File: config.mk
export PLATFORM = sky130hd
export DESIGN_NAME = oled_cmd_arbiter
export DESIGN_NICKNAME = d
export VERILOG_FILES = /design/src/rtl/oled_cmd_arbiter_pkg.sv /design/src/rtl/oled_rr_pick.sv /design/src/rtl/oled_cmd_arbiter.sv
export SDC_FILE = /design/constraint.sdc
export NUM_CORES = 1
export LEC_CHECK = 0
export CAP_MARGIN = 0
export CORE_ASPECT_RATIO = 0.9
export CORE_MARGIN = 2
export CORE_UTILIZATION = 48
export DETAILED_ROUTE_END_ITERATION = 8
export PLACE_DENSITY = 0.8
export SKIP_CTS_REPAIR_TIMING = 1
export SLEW_MARGIN = 0
export SYNTH_ARGS = -nofsm -noshare
export SYNTH_HDL_FRONTEND = slang
export SYNTH_SLANG_ARGS = --single-unit
File: constraint.sdc
create_clock -name clk -period 3.45 [get_ports clk]
set_clock_uncertainty 0.2 [all_clocks]
set_input_delay 0.8625 -clock clk [delete_from_list [all_inputs] [get_ports clk]]
set_output_delay 0.8625 -clock clk [all_outputs]
set_load 0.01 [all_outputs]
File: src/rtl/oled_cmd_arbiter_pkg.sv
// oled_cmd_arbiter_pkg
//    Command codes and FSM state encoding shared by the OLED command
//    arbiter, its selector and the command requesters.
//    No ports; provides CMD_* constants, arb_state_e and idx2oh().
package oled_cmd_arbiter_pkg;

   localparam logic [3:0] CMD_INIT_REGS = 4'h1;
   localparam logic [3:0] CMD_CLS_GRAM  = 4'h2;
   localparam logic [3:0] CMD_WR_GRAM   = 4'h3;

   typedef enum logic [1:0] {
      S_IDLE    = 2'd0,
      S_ISSUE   = 2'd1,
      S_WAIT    = 2'd2,
      S_RELEASE = 2'd3
   } arb_state_e;

   // Requester index -> one-hot ack/err vector.
   function automatic logic [2:0] idx2oh(input logic [1:0] idx);
      logic [2:0] oh;
      oh = 3'b000;
      case (idx)
         2'd0:    oh = 3'b001;
         2'd1:    oh = 3'b010;
         2'd2:    oh = 3'b100;
         default: oh = 3'b000;
      endcase
      return oh;
   endfunction

endpackage

File: src/rtl/oled_rr_pick.sv
// oled_rr_pick
//    Combinational winner select: requester 0 has fixed top priority,
//    requesters 1 and 2 share the remaining slot round-robin.
//    req_i  : level requests
//    mask_i : per-requester eligibility (1 = may be granted)
//    rr_i   : 0 = prefer requester 1, 1 = prefer requester 2
//    vld_o  : some eligible request is pending
//    idx_o  : winner index (0..2), 0 when vld_o is low
module oled_rr_pick
   import oled_cmd_arbiter_pkg::*;
(
   input  logic [2:0] req_i,
   input  logic [2:0] mask_i,
   input  logic       rr_i,
   output logic       vld_o,
   output logic [1:0] idx_o
);

   logic [2:0] elig;

   always_comb begin
      elig  = req_i & mask_i;
      vld_o = |elig;
      idx_o = 2'd0;
      if (elig[0])                 idx_o = 2'd0;
      else if (elig[1] && elig[2]) idx_o = rr_i ? 2'd2 : 2'd1;
      else if (elig[1])            idx_o = 2'd1;
      else if (elig[2])            idx_o = 2'd2;
   end

endmodule

File: src/rtl/oled_cmd_arbiter.sv
// oled_cmd_arbiter
//    Arbitrates three command requesters onto a single OLED engine port.
//    clk, rst_n              : clock, async active-low reset
//    req_i[2:0]              : level requests (0 = system/init requester)
//    cmdN_i/addrN_i/xN_i/yN_i: command fields of requester N
//    ack_o/err_o[2:0]        : one-cycle done / timeout pulse to winner
//    eng_en_o, eng_*_o       : engine command port, held for a transaction
//    eng_done_i              : engine completion, looked at only in WAIT
//    busy_o                  : FSM not in IDLE
//    init_ok_o               : sticky, set by a completed CMD_INIT_REGS
module oled_cmd_arbiter
   import oled_cmd_arbiter_pkg::*;
#(
   parameter logic [23:0] TIMEOUT_CYCLES = 24'd1_000_000
) (
   input  logic       clk,
   input  logic       rst_n,
   input  logic [2:0] req_i,
   input  logic [3:0] cmd0_i,
   input  logic [3:0] cmd1_i,
   input  logic [3:0] cmd2_i,
   input  logic [3:0] addr0_i,
   input  logic [3:0] addr1_i,
   input  logic [3:0] addr2_i,
   input  logic [7:0] x0_i,
   input  logic [7:0] x1_i,
   input  logic [7:0] x2_i,
   input  logic [2:0] y0_i,
   input  logic [2:0] y1_i,
   input  logic [2:0] y2_i,
   output logic [2:0] ack_o,
   output logic [2:0] err_o,
   output logic       eng_en_o,
   output logic [3:0] eng_cmd_o,
   output logic [3:0] eng_addr_o,
   output logic [7:0] eng_x_o,
   output logic [2:0] eng_y_o,
   input  logic       eng_done_i,
   output logic       busy_o,
   output logic       init_ok_o
);

   localparam logic [23:0] TMO_LAST = TIMEOUT_CYCLES - 24'd1;

   arb_state_e  state_q;
   logic [1:0]  win_q;
   logic        rr_q;
   logic        init_ok_q;
   logic        eng_en_q;
   logic [3:0]  eng_cmd_q, eng_addr_q;
   logic [7:0]  eng_x_q;
   logic [2:0]  eng_y_q;
   logic [2:0]  ack_q, err_q;
   logic [23:0] cnt_q, cnt_d;

   logic        pick_vld;
   logic [1:0]  pick_idx;
   logic [3:0]  sel_cmd, sel_addr;
   logic [7:0]  sel_x;
   logic [2:0]  sel_y;

   // Until the panel registers are initialised only requester 0 may talk.
   oled_rr_pick u_pick (
      .req_i  (req_i),
      .mask_i ({init_ok_q, init_ok_q, 1'b1}),
      .rr_i   (rr_q),
      .vld_o  (pick_vld),
      .idx_o  (pick_idx)
   );

   always_comb begin
      sel_cmd  = cmd0_i;
      sel_addr = addr0_i;
      sel_x    = x0_i;
      sel_y    = y0_i;
      case (pick_idx)
         2'd1: begin
            sel_cmd = cmd1_i; sel_addr = addr1_i; sel_x = x1_i; sel_y = y1_i;
         end
         2'd2: begin
            sel_cmd = cmd2_i; sel_addr = addr2_i; sel_x = x2_i; sel_y = y2_i;
         end
         default: ;
      endcase
   end

   // Saturating so a mis-set timeout can never wrap back to zero.
   assign cnt_d = (cnt_q == 24'hFF_FFFF) ? cnt_q : cnt_q + 24'd1;

   always_ff @(posedge clk or negedge rst_n) begin
      if (!rst_n) begin
         state_q    <= S_IDLE;
         win_q      <= 2'd0;
         rr_q       <= 1'b0;
         init_ok_q  <= 1'b0;
         eng_en_q   <= 1'b0;
         eng_cmd_q  <= 4'd0;
         eng_addr_q <= 4'd0;
         eng_x_q    <= 8'd0;
         eng_y_q    <= 3'd0;
         ack_q      <= 3'b000;
         err_q      <= 3'b000;
         cnt_q      <= 24'd0;
      end else begin
         ack_q <= 3'b000;
         err_q <= 3'b000;
         case (state_q)
            S_IDLE: begin
               if (pick_vld) begin
                  win_q      <= pick_idx;
                  eng_cmd_q  <= sel_cmd;
                  eng_addr_q <= sel_addr;
                  eng_x_q    <= sel_x;
                  eng_y_q    <= sel_y;
                  // Point rr at the other shared requester; grant 0 leaves it.
                  if (pick_idx == 2'd1)      rr_q <= 1'b1;
                  else if (pick_idx == 2'd2) rr_q <= 1'b0;
                  state_q <= S_ISSUE;
               end
            end
            S_ISSUE: begin
               eng_en_q <= 1'b1;
               cnt_q    <= 24'd0;
               state_q  <= S_WAIT;
            end
            S_WAIT: begin
               // done is tested first so it wins over a coincident timeout
               if (eng_done_i) begin
                  eng_en_q <= 1'b0;
                  ack_q    <= idx2oh(win_q);
                  if (win_q == 2'd0 && eng_cmd_q == CMD_INIT_REGS)
                     init_ok_q <= 1'b1;
                  state_q  <= S_RELEASE;
               end else if (cnt_q == TMO_LAST) begin
                  eng_en_q <= 1'b0;
                  err_q    <= idx2oh(win_q);
                  state_q  <= S_RELEASE;
               end else begin
                  cnt_q <= cnt_d;
               end
            end
            S_RELEASE: state_q <= S_IDLE;
            default:   state_q <= S_IDLE;
         endcase
      end
   end

   assign ack_o      = ack_q;
   assign err_o      = err_q;
   assign eng_en_o   = eng_en_q;
   assign eng_cmd_o  = eng_cmd_q;
   assign eng_addr_o = eng_addr_q;
   assign eng_x_o    = eng_x_q;
   assign eng_y_o    = eng_y_q;
   assign busy_o     = (state_q != S_IDLE);
   assign init_ok_o  = init_ok_q;

endmodule

Word level (Yosys, flattened, before mapping)
Index checks and enable logic that the tools add are counted.
{"block": "word_totals", "regBits": 56, "inputBits": 63, "out_inout_bits": 28}
{"block": "op_classes", "addsub": 1, "eq_ne": 15, "mux": 28, "bitwise_logic": 1, "n_reduce_logical": 14}
{"operator": "$mux W24", "count": 3}
{"operator": "$pmux W24 S2", "count": 1}
{"operator": "$add A24 B1 Y24 const B", "count": 1}
{"operator": "$eq A24 B20 Y1 const B", "count": 1}
{"operator": "$eq A24 B24 Y1 const B", "count": 1}
{"operator": "$mux W2", "count": 8}
{"operator": "$pmux W4 S2", "count": 2}
{"operator": "$pmux W8 S2", "count": 1}
{"operator": "$mux W3", "count": 5}
{"operator": "$pmux W3 S3", "count": 1}
{"operator": "$eq A2 B2 Y1 const B", "count": 4}
{"operator": "$ne A2 B2 Y1 const B", "count": 4}
{"operator": "$pmux W2 S4", "count": 1}
{"operator": "$eq A2 B1 Y1 const B", "count": 3}
{"operator": "$pmux W3 S2", "count": 1}
{"operator": "$reduce_and A2 Y1", "count": 3}
{"operator": "$reduce_and A3 Y1", "count": 2}
{"operator": "$reduce_bool A2 Y1", "count": 3}
{"operator": "$eq A4 B1 Y1 const B", "count": 1}
{"operator": "$logic_not A2 Y1", "count": 2}
{"operator": "$mux W1", "count": 4}
{"operator": "$reduce_and A4 Y1", "count": 1}
{"operator": "$and A3 B3 Y3", "count": 1}
{"operator": "$ne A3 B3 Y1 const B", "count": 1}
{"operator": "3 further kinds", "count": 4}

Logic depth before layout (Yosys ltp)
{"block": "logic_depth", "ltp_word": 8, "depth_mapped": 10}

Modules after synthesis
A second synthesis with hierarchy kept.
{"block": "hier_totals", "cells_unflattened": 351, "area_unflattened_um2": 3103.0}
{"module": "oled_cmd_arbiter", "instances": 1, "cells_each": 344, "area_each_um2": 3061.7}
{"module": "oled_rr_pick", "instances": 1, "cells_each": 7, "area_each_um2": 41.3}

Worst setup path before layout
No wires, ideal clock.
{"block": "synth_path", "kind": "input to register", "from": "in req_i[0]", "to": "reg eng_x_q[0] (netlist: eng_x_o[0])", "setup_ps": 83, "arrival_time_ps": 2226, "t_required_ps": 3167, "path_slack_ps": 941, "stages": 10, "path_buffers": 2, "cell_sequence": "nor2b_1 nand3_1 inv_1 ha_1 clkbuf_1 clkbuf_1 a22oi_1 nor2_1 a21oi_1 o21ai_0"}
{"block": "synth_between", "elab_chain_len": 4}
{"element": "from (decl)", "line_no": "oled_cmd_arbiter.sv:18", "rtl": "input logic [2:0] req_i,"}
{"element": "$and A3 B3 Y3 (*)", "line_no": "oled_rr_pick.sv:22", "rtl": "elig = req_i & mask_i;"}
{"element": "$mux W2 (*)", "line_no": "oled_rr_pick.sv:25", "rtl": "if (elig[0]) idx_o = 2'd0;"}
{"element": "named net pick_idx[1]", "line_no": "oled_cmd_arbiter.sv:57", "rtl": "logic [1:0] pick_idx;"}
{"element": "$eq A2 B2 Y1 or $eq A2 B1 Y1 (tied branches)", "line_no": "oled_cmd_arbiter.sv:76", "rtl": "case (pick_idx)"}
{"element": "$pmux W8 S2 (*)", "line_no": "oled_cmd_arbiter.sv:76"}
{"element": "to (signal assigned)", "line_no": "oled_cmd_arbiter.sv:113", "rtl": "eng_x_q <= sel_x;"}
{"element": "to (decl)", "line_no": "oled_cmd_arbiter.sv:51", "rtl": "logic [7:0] eng_x_q;"}
The timed path passes the listed nets; every way through them passes the cells marked *.
A chain may end at the register's enable or synchronous reset.

Worst setup path in the final report
{"block": "layout_path", "from": "reg cnt_q[0]", "to": "reg cnt_q[3]"}
{"block": "layout_between", "elab_chain_len": 5}
{"element": "from (decl)", "line_no": "oled_cmd_arbiter.sv:54", "rtl": "logic [23:0] cnt_q, cnt_d;"}
{"element": "from (signal assigned)", "line_no": "oled_cmd_arbiter.sv:139", "rtl": "cnt_q <= cnt_d;"}
{"element": "$add A24 B1 Y24", "line_no": "oled_cmd_arbiter.sv:88", "rtl": "assign cnt_d = (cnt_q == 24'hFF_FFFF) ? cnt_q : cnt_q + 24'd1;"}
{"element": "$mux W24", "line_no": "oled_cmd_arbiter.sv:88"}
{"element": "$mux W24", "line_no": "oled_cmd_arbiter.sv:134", "rtl": "end else if (cnt_q == TMO_LAST) begin"}
{"element": "$mux W24", "line_no": "oled_cmd_arbiter.sv:128", "rtl": "if (eng_done_i) begin"}
{"element": "$pmux W24 S2", "line_no": "oled_cmd_arbiter.sv:107", "rtl": "case (state_q)"}
Parallel ways exist; a longest one is shown, timed or not. The select of a mux whose other input is x is not followed.

==> impl_metrics.ini <==
[hold_path]
min_from = cnt_q[19]
holdCritPathClass = reg2reg
whs_path_depth = 1

[timing]
hold_slack_ns = 0.286
finalSetupTns_ns = 0
finalSetupViolations = 0
fin_crit_sh_pct = 83.6
slew_headroom_pct = 53.0
finalHoldViolCount = 0
fmax_ghz = 0.347
rsz0062_at_grt = no
period_minus_slack_ns = 2.88
drv_slew = 0
tightest_slew_ns = 0.705

[critical_path]
timing.rr.start = cnt_q[0]
crit_path_end_kind = flip-flop
worst-path-stages = 6
slowest_stage = nor4_4
crit_buf_inv = 0
r2r_end = cnt_q[3]
cp.arrival_ns = 2.91
cp_top_family = simple AND/OR/NAND/NOR gates
critPathMaxStageDelay_ns = 0.48
worstSetupEndpoint = cnt_q[3]
worst_ep_required_time_ns = 3.48
cp-startpoint = cnt_q[0]
cp-start-kind = flip-flop
ff2ff_path_depth = 6
rrSetupSlack_ns = 0.57
path_cells = ha_1 > nand4_2 > nor4_4 > nand2_1 > a21o_1 > a31oi_1
path_max_fanout = 14
crit_type = reg2reg

[placement]
place.port_buffers = 90
routabilityCongestion = 0.909
post-dp-hpwl_mm = 6.02
post_dp_cell_area_um2 = 4190

[synth]
ys_top_cells_by_count = dfrtp_1, nand2_1, nor2_1, a21oi_1, o21ai_0
syn_inst = 359
synth.most_common_cell = dfrtp_1
ys.flop_type = dfrtp_1
synth-edff-count = 0
synthSimpleGateAreaFrac_pct = 20.1
synthTopCellsByArea = dfrtp_1, nand2_1, a22oi_1, nor2_1, a21oi_1
ys_seq_area_share_pct = 43.3
yosysWarnings = 0
syn_area_per_cell_um2 = 9.01
ys_types = 54
synth_top_family_by_area = compound AO/OA/AOI/OAI gates
yosys.area.top_type_share_pct = 43.3
synth_seq_cells = 56
syn_area_um2 = 3240
synth_area_leader_cell = dfrtp_1
synthMuxAreaShare_pct = 0.696
synthXorXnorAreaFrac_pct = 0
yosys.area_share.adder_pct = 2.32
synth_nets = 428
postSynth.asyncResetShare_pct = 100
synth_compound_area_share_pct = 27.6

[detailed_routing]
first_pass_iters = 5
drc = 0
ant_nets = 0
drt_iter0_drc = 235
vias = 3084
routedWlPerCell_um = 15.6
vias_per_cell = 5.82
drt-total-wl_mm = 8.25

[power]
vdd_drop_max_mv = 0.369
power_density_nw_per_um2 = 647
p_leak_nw = 1.77

[cells_and_area]
layout-drive-gt1-share_pct = 7.27
syn2layout_area_growth_pct = 33.9
multi_input_area_um2 = 1660
fillCellCount = 539
nets = 508
ff_latch_area_um2 = 1400
final_area_um2 = 4330
diodes = 0

[grt]
grt_pass1_wl_mm = 13.7
grtUsageTotal_pct = 22.8
grt_pass1_vias = 2920
grt_max_degree = 57
globalRoute.totalOverflow = 0
grt_antenna_before_repair = 0

[clock_tree]
cts_buffer_depth = 2
clock_latency_ns = 0.32
cts.sinks = 56
clockRootBuffer = clkbuf_8
cts_max_level = 2
cts_tree = yes
cts-buffers-inserted = 5
path_clk_slew_ns = 0.11

[floorplan]
core-area_um2 = 6550
chipHeight_um = 81.9
rows = 28
initial_core_util_pct = 49.4
die_x_um = 90.5
pin_count = 91
die_area_um2 = 7410

[job]
max-cap-violations = 0

[run_status]
outcome = completed
## placed cells by master, fill, tap and decap left out, types with 2 or more instances in the layout
master	instances
a211o_1	7
a21o_1	2
a21oi_1	23
a22oi_1	19
a31o_2	2
a31oi_1	13
a41o_1	2
a41oi_1	2
and3_1	3
and4_1	2
buf_4	7
bufinv_16	2
clkbuf_8	5
clkdlybuf4s50_1	89
dfrtp_1	56
ha_1	6
inv_1	14
mux2_2	2
nand2_1	40
nand2b_1	4
nand3_1	12
nand4_1	5
nor2_1	33
nor3_1	10
nor4_1	5
nor4b_1	3
o211ai_1	3
o211ai_2	2
o21ai_0	22
o311a_1	5
o311ai_0	3
o31a_1	2
o31ai_1	4
o41a_1	3
o41ai_1	3
or4_1	4
## registers in the layout (all words and copies together), names as in the netlist
signal,count
eng_x_o,8
state_q,2
eng_addr_o,4
init_ok_o,1
ack_o,3
cnt_q,24
win_q,2
eng_y_o,3
rr_q,1
err_o,3
eng_en_o,1
eng_cmd_o,4
## worst min-delay path by stage
| stage | to | slack [ns] |
|---|---|---|
| global route | cnt_q[19] | 0.32 |
| global placement | eng_x_o[0] | 0.26 |
| finish | cnt_q[19] | 0.29 |
| detailed placement | eng_addr_o[1] | 0.27 |
| CTS | cnt_q[19] | 0.29 |
| floorplan | cnt_q[19] | 0.25 |
## power by group
| group | leakage (nW) | switching (mW) | internal (mW) |
|---|---|---|---|
| Clock | 0.0687 | 0.221 | 0.292 |
| Sequential | 0.738 | 0.174 | 0.861 |
| Combinational | 0.961 | 0.659 | 0.596 |
## per-layer routing
| metal | vias to the layer above | global-route usage, % | routed length, um |
|---|---|---|---|
| met5 | - | 0 | 0 |
| met2 | 80 | 39.0 | 4010 |
| li1 | 1511 | - | - |
| met3 | 10 | 5.32 | 514 |
| met4 | 0 | 5.69 | 85 |
| met1 | 1483 | 29.7 | 3640 |
## worst register-to-register path: cells and delay by family, from the launching register on
family	cells	cell delay [ns]
AND/OR/NAND/NOR	3	1.16
AO/OA/AOI/OAI	2	0.74
flip-flops	1	0.44
adder cells (fa/ha/maj)	1	0.26
## area by class of cell
| type | count | area share [%] |
|---|---|---|
| clock buffer | 5 | 1.59 |
| clock inverter | 3 | 1.59 |
| inverter | 15 | 1.30 |
| multi-input combinational | 263 | 38.2 |
| sequential | 56 | 32.4 |
| tap | 90 | 2.60 |
| timing repair buffer | 98 | 22.4 |
## through the flow
step / util (%) / instances / setup WS [ns] / total power, mW
2_1_floorplan: - / 359 / 0.941 / 1.78
3_3_place_gp: 64.0 / 522 / 0.385 / 2.27
3_5_place_dp: 64.0 / 522 / 0.292 / 2.30
4_1_cts: 66.1 / 530 / 0.575 / 2.82
5_1_grt: 66.1 / 530 / 0.313 / 3.01
6_report: 66.1 / 530 / 0.566 / 2.80
## cells by family (layout without fill, tap and decap cells)
group / count (synthesis) / count (layout)
compound gates: 126 / 126
mux: 2 / 2
simple gates: 129 / 129
flops: 56 / 56
buf+inv: 40 / 121
fa+ha+maj: 6 / 6
Power figures use the tool's default switching activity.
